$ cat src/rtl/mem_pkg.sv
// Shared types and constants for the MEM pipeline stage and its alignment helper.
package mem_pkg;

  typedef enum logic [1:0] {
    BYTE = 2'd0,
    HALF = 2'd1,
    WORD = 2'd2
  } dsize_t;

  typedef enum logic {
    IDLE = 1'b0,
    BUSY = 1'b1
  } mem_state_t;

  localparam logic [3:0] BE_BYTE = 4'b1000;
  localparam logic [3:0] BE_HALF = 4'b1100;
  localparam logic [3:0] BE_WORD = 4'b1111;

  // Half needs an even offset; word (size 2 or 3) needs offset 0.
  function automatic logic isMisaligned(input logic [1:0] dSize, input logic [1:0] off);
    return (dSize == HALF && off[0]) || (dSize[1] && off != 2'b00);
  endfunction

endpackage

$ cat src/rtl/mem_align.sv
// Combinational big-endian lane steering: store byte enables/data replication and load shift.
module mem_align
  import mem_pkg::*;
(
  input  logic [1:0]  dSize,
  input  logic        isStore,
  input  logic [1:0]  off,
  input  logic [31:0] storeData,
  input  logic [1:0]  rdOff,
  input  logic [31:0] rdata,
  output logic [3:0]  be,
  output logic [31:0] wdata,
  output logic [31:0] rdAligned
);

  always_comb begin
    be    = BE_WORD;
    wdata = storeData;
    if (isStore) begin
      case (dSize)
        BYTE: begin
          be    = BE_BYTE >> off;
          wdata = {4{storeData[7:0]}};
        end
        HALF: begin
          be    = BE_HALF >> {off[1], 1'b0};
          wdata = {2{storeData[15:0]}};
        end
        default: begin
          be    = BE_WORD;
          wdata = storeData;
        end
      endcase
    end
  end

  // Addressed byte/half lands in the top bits for WB's zero-extending resize.
  assign rdAligned = rdata << {rdOff, 3'b000};

endmodule

$ cat src/rtl/mem_stage.sv
// MEM pipeline stage: issues data-memory accesses over req/ack, stalls upstream, registers MEM/WB.
// Optional: define MEM_MISALIGN_TRAP_EN to trap misaligned half/word accesses instead of force-aligning.
module mem_stage
  import mem_pkg::*;
#(
  parameter int AW = 32
) (
  input  logic          clk,
  input  logic          rst,
  input  logic          in_valid,
  input  logic          memRd,
  input  logic          memWr,
  input  logic          link,
  input  logic          fp,
  input  logic          regWr,
  input  logic [1:0]    dSize,
  input  logic [4:0]    rd,
  input  logic [31:0]   aluRes,
  input  logic [31:0]   storeData,
  input  logic [31:0]   reg31Val,
  output logic          stall,
  output logic          dmem_req,
  output logic          dmem_we,
  output logic [AW-1:0] dmem_addr,
  output logic [3:0]    dmem_be,
  output logic [31:0]   dmem_wdata,
  input  logic          dmem_ack,
  input  logic [31:0]   dmem_rdata,
  output logic          wb_valid,
  output logic          wb_memRd,
  output logic          wb_link,
  output logic          wb_fp,
  output logic          wb_regWr,
  output logic [1:0]    wb_dSize,
  output logic [4:0]    wb_rd,
  output logic [31:0]   wb_memRdData,
  output logic [31:0]   wb_aluRes,
  output logic [31:0]   wb_reg31Val
`ifdef MEM_MISALIGN_TRAP_EN
  ,
  output logic          trap_misalign
`endif
);

  mem_state_t  state;
  logic        misal;
  logic        accept;
  logic [3:0]  reqBe;
  logic [31:0] reqWdata;
  logic [31:0] rdAligned;

  // Instruction held while the access is outstanding.
  logic [1:0]  pOff;
  logic [1:0]  pDSize;
  logic        pMemRd, pLink, pFp, pRegWr;
  logic [4:0]  pRd;
  logic [31:0] pAluRes, pReg31Val;

`ifdef MEM_MISALIGN_TRAP_EN
  assign misal = isMisaligned(dSize, aluRes[1:0]);
`else
  assign misal = 1'b0;
`endif

  assign accept = (state == IDLE) && in_valid && (memRd || memWr) && !misal;
  assign stall  = accept || (state == BUSY && !dmem_ack);

  mem_align uAlign (
    .dSize     (dSize),
    .isStore   (memWr & ~memRd),
    .off       (aluRes[1:0]),
    .storeData (storeData),
    .rdOff     (pOff),
    .rdata     (dmem_rdata),
    .be        (reqBe),
    .wdata     (reqWdata),
    .rdAligned (rdAligned)
  );

  always_ff @(posedge clk) begin
    if (rst) begin
      state        <= IDLE;
      dmem_req     <= 1'b0;
      dmem_we      <= 1'b0;
      dmem_addr    <= '0;
      dmem_be      <= 4'b0000;
      dmem_wdata   <= 32'd0;
      wb_valid     <= 1'b0;
      wb_memRd     <= 1'b0;
      wb_link      <= 1'b0;
      wb_fp        <= 1'b0;
      wb_regWr     <= 1'b0;
      wb_dSize     <= 2'd0;
      wb_rd        <= 5'd0;
      wb_memRdData <= 32'd0;
      wb_aluRes    <= 32'd0;
      wb_reg31Val  <= 32'd0;
      pOff         <= 2'd0;
      pDSize       <= 2'd0;
      pMemRd       <= 1'b0;
      pLink        <= 1'b0;
      pFp          <= 1'b0;
      pRegWr       <= 1'b0;
      pRd          <= 5'd0;
      pAluRes      <= 32'd0;
      pReg31Val    <= 32'd0;
`ifdef MEM_MISALIGN_TRAP_EN
      trap_misalign <= 1'b0;
`endif
    end else begin
      wb_valid <= 1'b0;
`ifdef MEM_MISALIGN_TRAP_EN
      trap_misalign <= 1'b0;
`endif
      case (state)
        IDLE: begin
          if (accept) begin
            state      <= BUSY;
            dmem_req   <= 1'b1;
            dmem_we    <= memWr & ~memRd;
            dmem_addr  <= {aluRes[AW-1:2], 2'b00};
            dmem_be    <= reqBe;
            dmem_wdata <= reqWdata;
            pOff       <= aluRes[1:0];
            pDSize     <= dSize;
            pMemRd     <= memRd;
            pLink      <= link;
            pFp        <= fp;
            pRegWr     <= regWr;
            pRd        <= rd;
            pAluRes    <= aluRes;
            pReg31Val  <= reg31Val;
          end else if (in_valid) begin
            // Non-memory op, or a trapped misaligned access that must not write the register file.
            wb_valid     <= 1'b1;
            wb_memRd     <= memRd;
            wb_link      <= link;
            wb_fp        <= fp;
            wb_regWr     <= regWr & ~misal;
            wb_dSize     <= dSize;
            wb_rd        <= rd;
            wb_memRdData <= 32'd0;
            wb_aluRes    <= aluRes;
            wb_reg31Val  <= reg31Val;
`ifdef MEM_MISALIGN_TRAP_EN
            trap_misalign <= misal;
`endif
          end
        end
        BUSY: begin
          if (dmem_ack) begin
            state        <= IDLE;
            dmem_req     <= 1'b0;
            dmem_we      <= 1'b0;
            wb_valid     <= 1'b1;
            wb_memRd     <= pMemRd;
            wb_link      <= pLink;
            wb_fp        <= pFp;
            wb_regWr     <= pRegWr;
            wb_dSize     <= pDSize;
            wb_rd        <= pRd;
            wb_memRdData <= pMemRd ? rdAligned : 32'd0;
            wb_aluRes    <= pAluRes;
            wb_reg31Val  <= pReg31Val;
          end
        end
        default: state <= IDLE;
      endcase
    end
  end

endmodule
$ cat config.mk
export PLATFORM = sky130hd
export DESIGN_NAME = mem_stage
export DESIGN_NICKNAME = d
export VERILOG_FILES = /design/src/rtl/mem_pkg.sv /design/src/rtl/mem_align.sv /design/src/rtl/mem_stage.sv
export SDC_FILE = /design/constraint.sdc
export NUM_CORES = 1
export LEC_CHECK = 0
export ABC_CLOCK_PERIOD_IN_PS = 4550
export BUFFER_PORTS_ARGS = -buffer_cell sky130_fd_sc_hd__buf_2
export CAP_MARGIN = 40
export CELL_PAD_IN_SITES_DETAIL_PLACEMENT = 1
export CELL_PAD_IN_SITES_GLOBAL_PLACEMENT = 1
export CORE_ASPECT_RATIO = 1.1
export CORE_MARGIN = 2
export CORE_UTILIZATION = 40
export CTS_BUF_LIST = sky130_fd_sc_hd__clkbuf_8 sky130_fd_sc_hd__clkbuf_16
export CTS_CLUSTER_SIZE = 25
export DETAILED_ROUTE_END_ITERATION = 7
export PLACE_DENSITY_LB_ADDON = 0.1
export SYNTH_ARGS = -nofsm -noshare
export SYNTH_HDL_FRONTEND = slang
export SYNTH_SLANG_ARGS = --single-unit
$ cat constraint.sdc
create_clock -name clk -period 4.55 [get_ports clk]
set_clock_uncertainty 0.15 [all_clocks]
set_input_delay 0 -clock clk [delete_from_list [all_inputs] [get_ports clk]]
set_output_delay 0 -clock clk [all_outputs]
set_load 0.03 [all_outputs]
==> flow_summary_export.csv, run 1 <==
group,metric,value,unit
run_status,run_status,"finished, final reports clean",
routing,antenna_left,0,
critical_path,crit_fanout,42,
flow_run,cap_violations,0,
cts,numCtsBuffers,25,
critical_path,start_kind,"flip-flop",
cts,root_buffer,"clkbuf_16",
cts,htreeDepth,1,
final_layout,final_cell_mix,"buf_2 (319), dlygate4sd3_1 (235), dfxtp_1 (221)",
logic_synthesis,synth_area,9638,um^2
routing,drt_pass1_iterations,5,
global_route,grt_overflow,0,
logic_synthesis,ys_seq_elements,222,
power_and_ir_drop,p_switching,1.535,mW
critical_path,r2r_cells,7,
sta,worst_pin_slew,0.7911,ns
cts,cts_tree,"built",
floorplanning,ios,323,
routing,drt-initial-drc-count,332,
logic_synthesis,syn_avg_cell_area,9.050,um^2
power_and_ir_drop,switching_share,30.18,%
routing,finalWirelength,35770,um
critical_path,slowest_delay,0.85,ns
power_and_ir_drop,vdd_drop_max,0.2744,mV
cts,clk_latency,0.52,ns
sta,layout_min_cycle_time,3.221,ns
global_route,grt_antenna_before_repair,2,
floorplanning,die-area,25350,um^2
routing,vias_per_cell,5.200,
sta,rsz0062_at_grt,"false",
logic_synthesis,synth_flop_cell,"dfxtp_1",
sta,setup_tns,0,ns
critical_path,critPathBufInv,3,
power_and_ir_drop,power_frac_comb,21.5,%
floorplanning,start_util,40.67,%
power_and_ir_drop,p_leak,6.005,nW
power_and_ir_drop,p_clk_share,36.2,%
final_layout,finalNetCount,1683,
cts,cts_buffer_depth,3,
sta,relSlewSlack,47.26,%
floorplanning,std_cell_rows,59,
logic_synthesis,synthArstFlopShare,0,%
power_and_ir_drop,p_seq_share,42.3,%
critical_path,cp-end-kind,"flip-flop",
min_path,hp-class,"input pin to flip-flop",
power_and_ir_drop,p_int,3.552,mW
floorplanning,die_h,166.8,um
critical_path,critPathKind,"flip-flop to flip-flop",
logic_synthesis,synth-edff-count,0,
sta,hold_viol_final,0,
critical_path,critPathArrivalTime,3.52,ns
logic_synthesis,synth-seq-area-share,46.11,%
global_route,grt_pass1_vias,10290,
routing,num_vias,9667,
critical_path,critPathRequiredTime,4.85,ns
logic_synthesis,netlist_instances,1065,
routing,drc_errors,0,
global_route,grt_usage,27.15,%
sta,period_share,70.79,%
logic_synthesis,yosysWarnings,0,
critical_path,crit_family,"buffers and inverters",
sta,setup_viol_count_final,0,
logic_synthesis,synth_cell_type_count,34,
cts,clkTransAtPathRegs,0.06,ns
min_path,whs_path_depth,4,
placement,numPortBuffers,320,
floorplanning,core_region_area,23700,um^2
power_and_ir_drop,power_density,356.3,nW/um^2
final_layout,final_common_cell,"buf_2",
global_route,grt_max_degree,95,
routing,routedWlPerCell,19.24,um
placement,dpl.hpwl,20180,um
sta,fmax,0.3105,GHz
global_route,grt_pass1_wl,56580,um
placement,gp_congestion,0.8033,
placement,place_inst,1582,
final_layout,fin_cells,1859,
final_layout,area_delta_synth_final,48.14,%
final_layout,drive_gt1_share,28.80,%
cts,cts_sinks,222,
floorplanning,die_w,152,um
critical_path,crit_chain,"nor2b_1 > o21ai_4 > buf_16 > buf_4 > nand2_1 > a21oi_1 > dlygate4sd3_1",
critical_path,slowest_stage,"dfxtp_4",
sta,slew_violations,0,
critical_path,cp.depth,7,
-- registers in the layout, indices dropped and copies added, names as in the netlist, 2 cells and up --
register / flops
wb_dSize: 2
wb_aluRes: 32
pAluRes: 30
pRd: 5
wb_rd: 5
dmem_wdata: 32
pReg31Val: 32
wb_reg31Val: 32
pDSize: 2
wb_memRdData: 32
dmem_be: 4
-- worst paths after layout --
check	from	end	slack [ns]
min reg2reg	dmem_wdata[10]	dmem_wdata[10]	0.30
max reg2reg	state	dmem_wdata[9]	1.33
max	state	dmem_wdata[9]	1.33
min	reg31Val[31]	pReg31Val[31]	0.15
-- Yosys cell counts, drive strengths merged (2+ instances only) --
| master | count | area (um^2) |
|---|---|---|
| nand3b | 8 | 60.06 |
| buf | 98 | 593.1 |
| a211oi | 82 | 870.8 |
| nor2 | 108 | 405.4 |
| o21ai | 12 | 60.06 |
| nand3 | 16 | 80.08 |
| a21oi | 116 | 580.6 |
| mux2i | 98 | 980.9 |
| o211ai | 16 | 120.1 |
| mux4 | 8 | 180.2 |
| clkbuf | 29 | 108.9 |
| nand2 | 208 | 780.8 |
| nor2b | 4 | 25.02 |
| mux2 | 8 | 90.09 |
| a22oi | 17 | 127.6 |
| a311oi | 3 | 26.28 |
| dfxtp | 222 | 4444 |
| nand2b | 2 | 20.02 |
-- power groups by stage --
stage | combinational [mW] | clock (mW) | sequential [mW]
after floorplan | 0.478 | 0 | 2.32
after global placement | 0.857 | 0 | 2.19
after detailed placement | 0.895 | 0 | 2.19
after CTS | 1.07 | 1.88 | 2.15
after global routing | 1.17 | 1.96 | 2.17
final | 1.10 | 1.84 | 2.15
-- area by class of cell --
class	instances	area, um^2
tap	305	381.6
timing repair buffer	573	4203
antenna	2	5.005
multi-input combinational	716	4516
clock inverter	12	53.80
fill	2753	9419
inverter	1	3.754
clock buffer	28	666.9
sequential	222	4448
-- through the flow --
stage                     total power [mW]  instance area (um^2)  utilization (%)  setup WS [ns]  hold WS, ns
after floorplan                      2.801                  9642                -          2.846     -0.03876
after global placement               3.044                 11060            46.68          1.801       0.1022
after detailed placement             3.083                 11200            47.26          1.843       0.1099
after CTS                            5.096                 14270            60.23          1.392       0.1246
after global routing                 5.296                 14280            60.25          1.189       0.1416
final                                5.087                 14280            60.25          1.329       0.1464
-- worst register-to-register path: cells and delay by family (launching register included) --
family / cells / cell delay, ns
buffers and inverters: 3 / 1.19
flip-flops: 1 / 0.85
AO/OA/AOI/OAI: 2 / 0.52
AND/OR/NAND/NOR: 2 / 0.44
-- kinds of logic after synthesis --
logic type	count (synthesis)	share of synthesized area [%]
AND/OR/NAND/NOR	350	14.51
buffers and inverters	128	7.322
multiplexers	114	12.98
other	1	0.03891
AO/OA/AOI/OAI	250	19.03
flip-flops	222	46.11
-- per-layer routing --
metal | track usage, % | wire length [um] | vias up | part of all wire, %
li1 | - | - | 4590 | -
met1 | 32.34 | 14470 | 4705 | 40
met2 | 48.69 | 18170 | 288 | 51
met3 | 4.788 | 1793 | 84 | 5.0
met4 | 10.28 | 1338 | 0 | 3.7
met5 | 0 | 0 | - | 0
-- what timing repair did --
item | 4_1_cts | 5_1_grt
resized for setup | 0 | 0
hold buffers | 235 | 0
hold endpoints to repair | 220 | 0
buffers inserted | 0 | 0
No activity file was read; power rests on OpenSTA's default activity.
==> run 2: changes to the inputs <==
- ABC_CLOCK_PERIOD_IN_PS: 4550 -> 3000
- CORE_UTILIZATION: 40 -> 37
- clock period: 4.55 -> 3 ns (I/O delays scaled with it)
==> run 2 against run 1 <==
Net effect:
- via count decreased by 2.2%
- die area is 7.9% higher
- hold slack worse by 0.013 ns
- sequential power is 51% higher
- routed wire length shrank 3.1%
- first-iteration DRC count is 20% higher
- core utilization decreased by 4.7 points
- non-clock buffer count shrank 36
- largest power group unchanged
==> flow_summary_export.csv, run 2 (synthesized netlist as in run 1, its figures left out) <==
group,metric,value,unit
run_status,run_status,"finished, final reports clean",
flow_run,cap_violations,0,
critical_path,critPathKind,"flip-flop to flip-flop",
critical_path,cpMostUsedCell,"dlygate4sd3_1",
sta,holdWs,0.1331,ns
final_layout,regArea,4448,um^2
floorplanning,std_cell_rows,61,
critical_path,crit_family,"buffers and inverters",
critical_path,crit_fanout,45,
cts,numCtsBuffers,27,
critical_path,crit_chain,"nand2b_4 > nor2_4 > clkbuf_16 > o211ai_1 > dlygate4sd3_1 > a21oi_1 > dlygate4sd3_1",
critical_path,cp-end-kind,"flip-flop",
critical_path,reg2reg_from,"state",
routing,antenna_left,0,
routing,vias_per_cell,5.051,
placement,postPlaceCellArea,11280,um^2
routing,drt-initial-drc-count,400,
min_path,hp-class,"input pin to flip-flop",
routing,drt_pass1_iterations,5,
critical_path,start_kind,"flip-flop",
sta,worst_pin_slew,0.8919,ns
critical_path,cp.depth,7,
sta,setup_viol_count_final,0,
cts,htreeDepth,1,
floorplanning,die_h,173.3,um
sta,fmax,0.3507,GHz
critical_path,regToRegEndpoint,"dmem_wdata[25]",
floorplanning,start_util,37.92,%
final_layout,final_common_cell,"buf_2",
critical_path,r2r_cells,7,
routing,routedWlPerCell,18.53,um
final_layout,multiInputGateArea,4516,um^2
cts,cts_buffer_depth,3,
sta,rsz0062_at_grt,"false",
sta,relSlewSlack,40.54,%
power_and_ir_drop,p_leak,5.944,nW
final_layout,fillers,2991,
final_layout,drive_gt1_share,30.07,%
floorplanning,core_region_area,25420,um^2
critical_path,critPathArrivalTime,3.16,ns
placement,dpl.hpwl,19820,um
critical_path,slowest_stage,"dlygate4sd3_1",
global_route,grt_pass1_wl,54100,um
sta,slew_violations,0,
global_route,grt_overflow,0,
cts,root_buffer,"clkbuf_16",
cts,cts_tree,"built",
placement,gp_congestion,0.7649,
sta,layout_min_cycle_time,2.852,ns
final_layout,finalNetCount,1649,
floorplanning,ios,323,
critical_path,cp-endpoint,"dmem_wdata[25]",
global_route,grt_max_degree,90,
critical_path,reg2reg_slack,0.15,ns
critical_path,critPathBufInv,3,
final_layout,area_delta_synth_final,46.36,%
sta,period_share,95.05,%
critical_path,startpoint,"state",
sta,setup_tns,0,ns
critical_path,slowest_delay,0.61,ns
placement,numPortBuffers,320,
floorplanning,die_w,157.9,um
power_and_ir_drop,vdd_drop_max,0.4745,mV
routing,finalWirelength,34670,um
cts,clk_latency,0.53,ns
routing,drc_errors,0,
placement,preCtsSetupSlack,0.7015,ns
cts,clkTransAtPathRegs,0.06,ns
global_route,grt_usage,24.38,%
final_layout,final_cell_mix,"buf_2 (319), dfxtp_1 (221), nand2_1 (208)",
sta,layout_setup_ws,0.1484,ns
floorplanning,die-area,27360,um^2
routing,num_vias,9450,
global_route,grt_antenna_before_repair,2,
sta,hold_viol_final,0,
final_layout,design_area,14110,um^2
critical_path,critPathRequiredTime,3.31,ns
power_and_ir_drop,power_density,566.2,nW/um^2
global_route,grt_pass1_vias,10110,
cts,cts_sinks,222,
run 2: changes by cell type in the layout (fill, tap and decap cells not counted), sizes merged:
cell and change:
buf +5, clkbuf +9, clkinv -4, dlygate4sd3 -42, inv +3
run 2: cell type report:
class	instances	share of cell area [%]
antenna	2	0.03548
clock buffer	36	5.668
clock inverter	11	0.3548
inverter	1	0.02661
multi-input combinational	716	32.01
sequential	222	31.53
tap	346	3.069
timing repair buffer	537	27.30
run 2: tightest hold or removal path, delay by kind of cell:
kind	cells	cell delay, ns
compound gates	1	0.05
simple gates	1	0.05
buf+inv	2	0.66
run 2: worst min path at each step:
stage / startpoint / slack, ns / depth (start not counted) / endpoint
2_1_floorplan: memRd / -0.04 / 1 / dmem_we
3_3_place_gp: reg31Val[9] / 0.10 / 3 / pReg31Val[9]
5_1_grt: reg31Val[21] / 0.13 / 4 / pReg31Val[21]
4_1_cts: reg31Val[1] / 0.1 / 4 / pReg31Val[1]
6_report: rd[3] / 0.13 / 4 / pRd[3]
3_5_place_dp: reg31Val[21] / 0.11 / 3 / pReg31Val[21]
run 2: through the flow:
step | cells | power (mW) | utilization [%]
6_report | 1871 | 7.987 | 55.50
5_1_grt | 1871 | 8.332 | 55.50
4_1_cts | 1867 | 8.025 | 55.34
3_5_place_dp | 1627 | 4.681 | 44.40
3_3_place_gp | 1626 | 4.646 | 44.29
2_1_floorplan | 1066 | 4.249 | -
run 2: power by group:
| group | internal, mW | leakage [nW] | switching (mW) |
|---|---|---|---|
| Clock | 1.84 | 0.451 | 1.27 |
| Sequential | 3.13 | 1.82 | 0.111 |
| Combinational | 0.656 | 3.67 | 0.975 |
| Total | 5.63 | 5.94 | 2.35 |
run 2: per-layer routing:
layer / vias to the layer above / global-route usage, % / share of wire, %
li1: 4527 / - / -
met1: 4558 / 28.92 / 41
met2: 277 / 41.99 / 49
met3: 88 / 5.925 / 6.5
met4: 0 / 9.621 / 4.0
met5: - / 0 / 0
run 2: repair_timing:
item	4_1_cts	5_1_grt
buffers inserted	0	1
resized for setup	0	2
endpoints found under the setup margin	0	6
endpoints found under the hold margin	221	0
hold buffers	193	0
==> run 3: changes to the inputs <==
- RECOVER_POWER: default -> 50
==> run 3 against run 2 <==
Net effect:
- hold slack worse by 0.0028 ns
- global-route usage unchanged
- power down 0.54%
==> flow_summary_export.csv, run 3 (synthesized netlist as in run 1, its figures left out) <==
group,metric,value,unit
sta,relSlewSlack,39.62,%
global_route,grt_max_degree,90,
critical_path,critPathRequiredTime,3.31,ns
routing,antenna_left,0,
global_route,grt_antenna_before_repair,2,
cts,htreeDepth,1,
cts,root_buffer,"clkbuf_16",
floorplanning,die-area,27360,um^2
sta,slew_violations,0,
power_and_ir_drop,p_leak,5.225,nW
global_route,grt_overflow,0,
critical_path,critPathBufInv,3,
sta,worst_pin_slew,0.9003,ns
final_layout,final_cell_mix,"dfxtp_1 (221), nand2_1 (208), dlygate4sd3_1 (193)",
placement,numPortBuffers,320,
routing,drc_errors,0,
power_and_ir_drop,power_density,572.7,nW/um^2
power_and_ir_drop,vdd_drop_max,0.4733,mV
floorplanning,die_h,173.3,um
critical_path,crit_fanout,45,
sta,layout_min_cycle_time,2.850,ns
floorplanning,die_w,157.9,um
placement,dpl.hpwl,19820,um
routing,drt-initial-drc-count,386,
critical_path,start_kind,"flip-flop",
run_status,run_status,"finished, final reports clean",
critical_path,cp-end-kind,"flip-flop",
placement,postPlaceCellArea,11280,um^2
floorplanning,core_region_area,25420,um^2
cts,cts_sinks,222,
routing,routedWlPerCell,18.55,um
flow_run,cap_violations,0,
floorplanning,ios,323,
final_layout,drive_gt1_share,18.45,%
global_route,grt_pass1_wl,54100,um
final_layout,finalNetCount,1649,
routing,drt_pass1_iterations,4,
floorplanning,start_util,37.92,%
final_layout,final_common_cell,"dfxtp_1",
cts,clkTransAtPathRegs,0.06,ns
final_layout,design_area,13870,um^2
critical_path,critPathArrivalTime,3.16,ns
sta,hold_viol_final,0,
placement,gp_congestion,0.7649,
global_route,grt_pass1_vias,10110,
sta,fmax,0.3509,GHz
sta,setup_tns,0,ns
sta,rsz0062_at_grt,"false",
cts,clk_latency,0.53,ns
global_route,grt_usage,24.38,%
cts,cts_buffer_depth,3,
critical_path,crit_chain,"nand2b_4 > nor2_4 > clkbuf_16 > o211ai_1 > dlygate4sd3_1 > a21oi_1 > dlygate4sd3_1",
final_layout,area_delta_synth_final,43.92,%
sta,setup_viol_count_final,0,
routing,finalWirelength,34710,um
critical_path,cpMostUsedCell,"dlygate4sd3_1",
routing,vias_per_cell,5.038,
critical_path,crit_family,"buffers and inverters",
critical_path,critPathKind,"flip-flop to flip-flop",
cts,cts_tree,"built",
critical_path,slowest_delay,0.61,ns
routing,num_vias,9427,
cts,numCtsBuffers,27,
critical_path,slowest_stage,"dlygate4sd3_1",
sta,period_share,95.00,%
min_path,hp-class,"input pin to flip-flop",
floorplanning,std_cell_rows,61,
run 3: through the flow:
stage | hold slack, ns | cells | setup WS (ns) | power, mW | util [%]
finish | 0.1303 | 1871 | 0.1500 | 7.944 | 54.58
CTS | 0.09591 | 1867 | 0.02381 | 8.025 | 55.34
detailed placement | 0.1097 | 1627 | 0.7015 | 4.681 | 44.40
global route | 0.1348 | 1871 | 0.03600 | 8.294 | 54.58
global placement | 0.1019 | 1626 | 0.7417 | 4.646 | 44.29
floorplan | -0.03876 | 1066 | 1.296 | 4.249 | -
run 3: repair_timing:
item	4_1_cts	5_1_grt
endpoints found under the setup margin	0	6
buffers inserted	0	1
endpoints found under the hold margin	221	0
resized for setup	0	2
hold buffers	193	0
run 3: worst min-delay path, delay by kind of cell:
family	cells	cell delay, ns
AO/OA/AOI/OAI	1	0.05
buffers and inverters	2	0.67
AND/OR/NAND/NOR	1	0.05
run 3: per-layer routing:
layer / track usage (%) / vias up / part of all wire [%] / wire length (um)
met1: 28.92 / 4529 / 41 / 14210
met5: 0 / - / 0 / 0
met3: 5.925 / 88 / 6.5 / 2247
met2: 41.99 / 285 / 49 / 16850
li1: - / 4525 / - / -
met4: 9.621 / 0 / 4.0 / 1403
run 3: layout make-up:
type                    instances  area (um^2)
repair buffers                537         3628
clock buffers                  36        799.5
clock inverters                11        50.05
flip-flops and latches        222         4448
well taps                     346        432.9
inverters                       1        3.754
multi-input cells             716         4503
diodes                          2        5.005
fillers                      3061        11540
run 3: worst paths after layout:
kind                    startpoint          endpoint  slack [ns]  depth (start not counted)
setup / recovery             state    dmem_wdata[25]        0.15                          7
hold / removal         reg31Val[0]      pReg31Val[0]        0.13                          4
setup reg to reg             state    dmem_wdata[25]        0.15                          7
hold reg to reg   wb_memRdData[11]  wb_memRdData[11]        0.30                          2
run 3: power by group:
part / internal [mW] / switching (mW)
Sequential: 3.13 / 0.115
Clock: 1.84 / 1.26
Combinational: 0.614 / 0.974
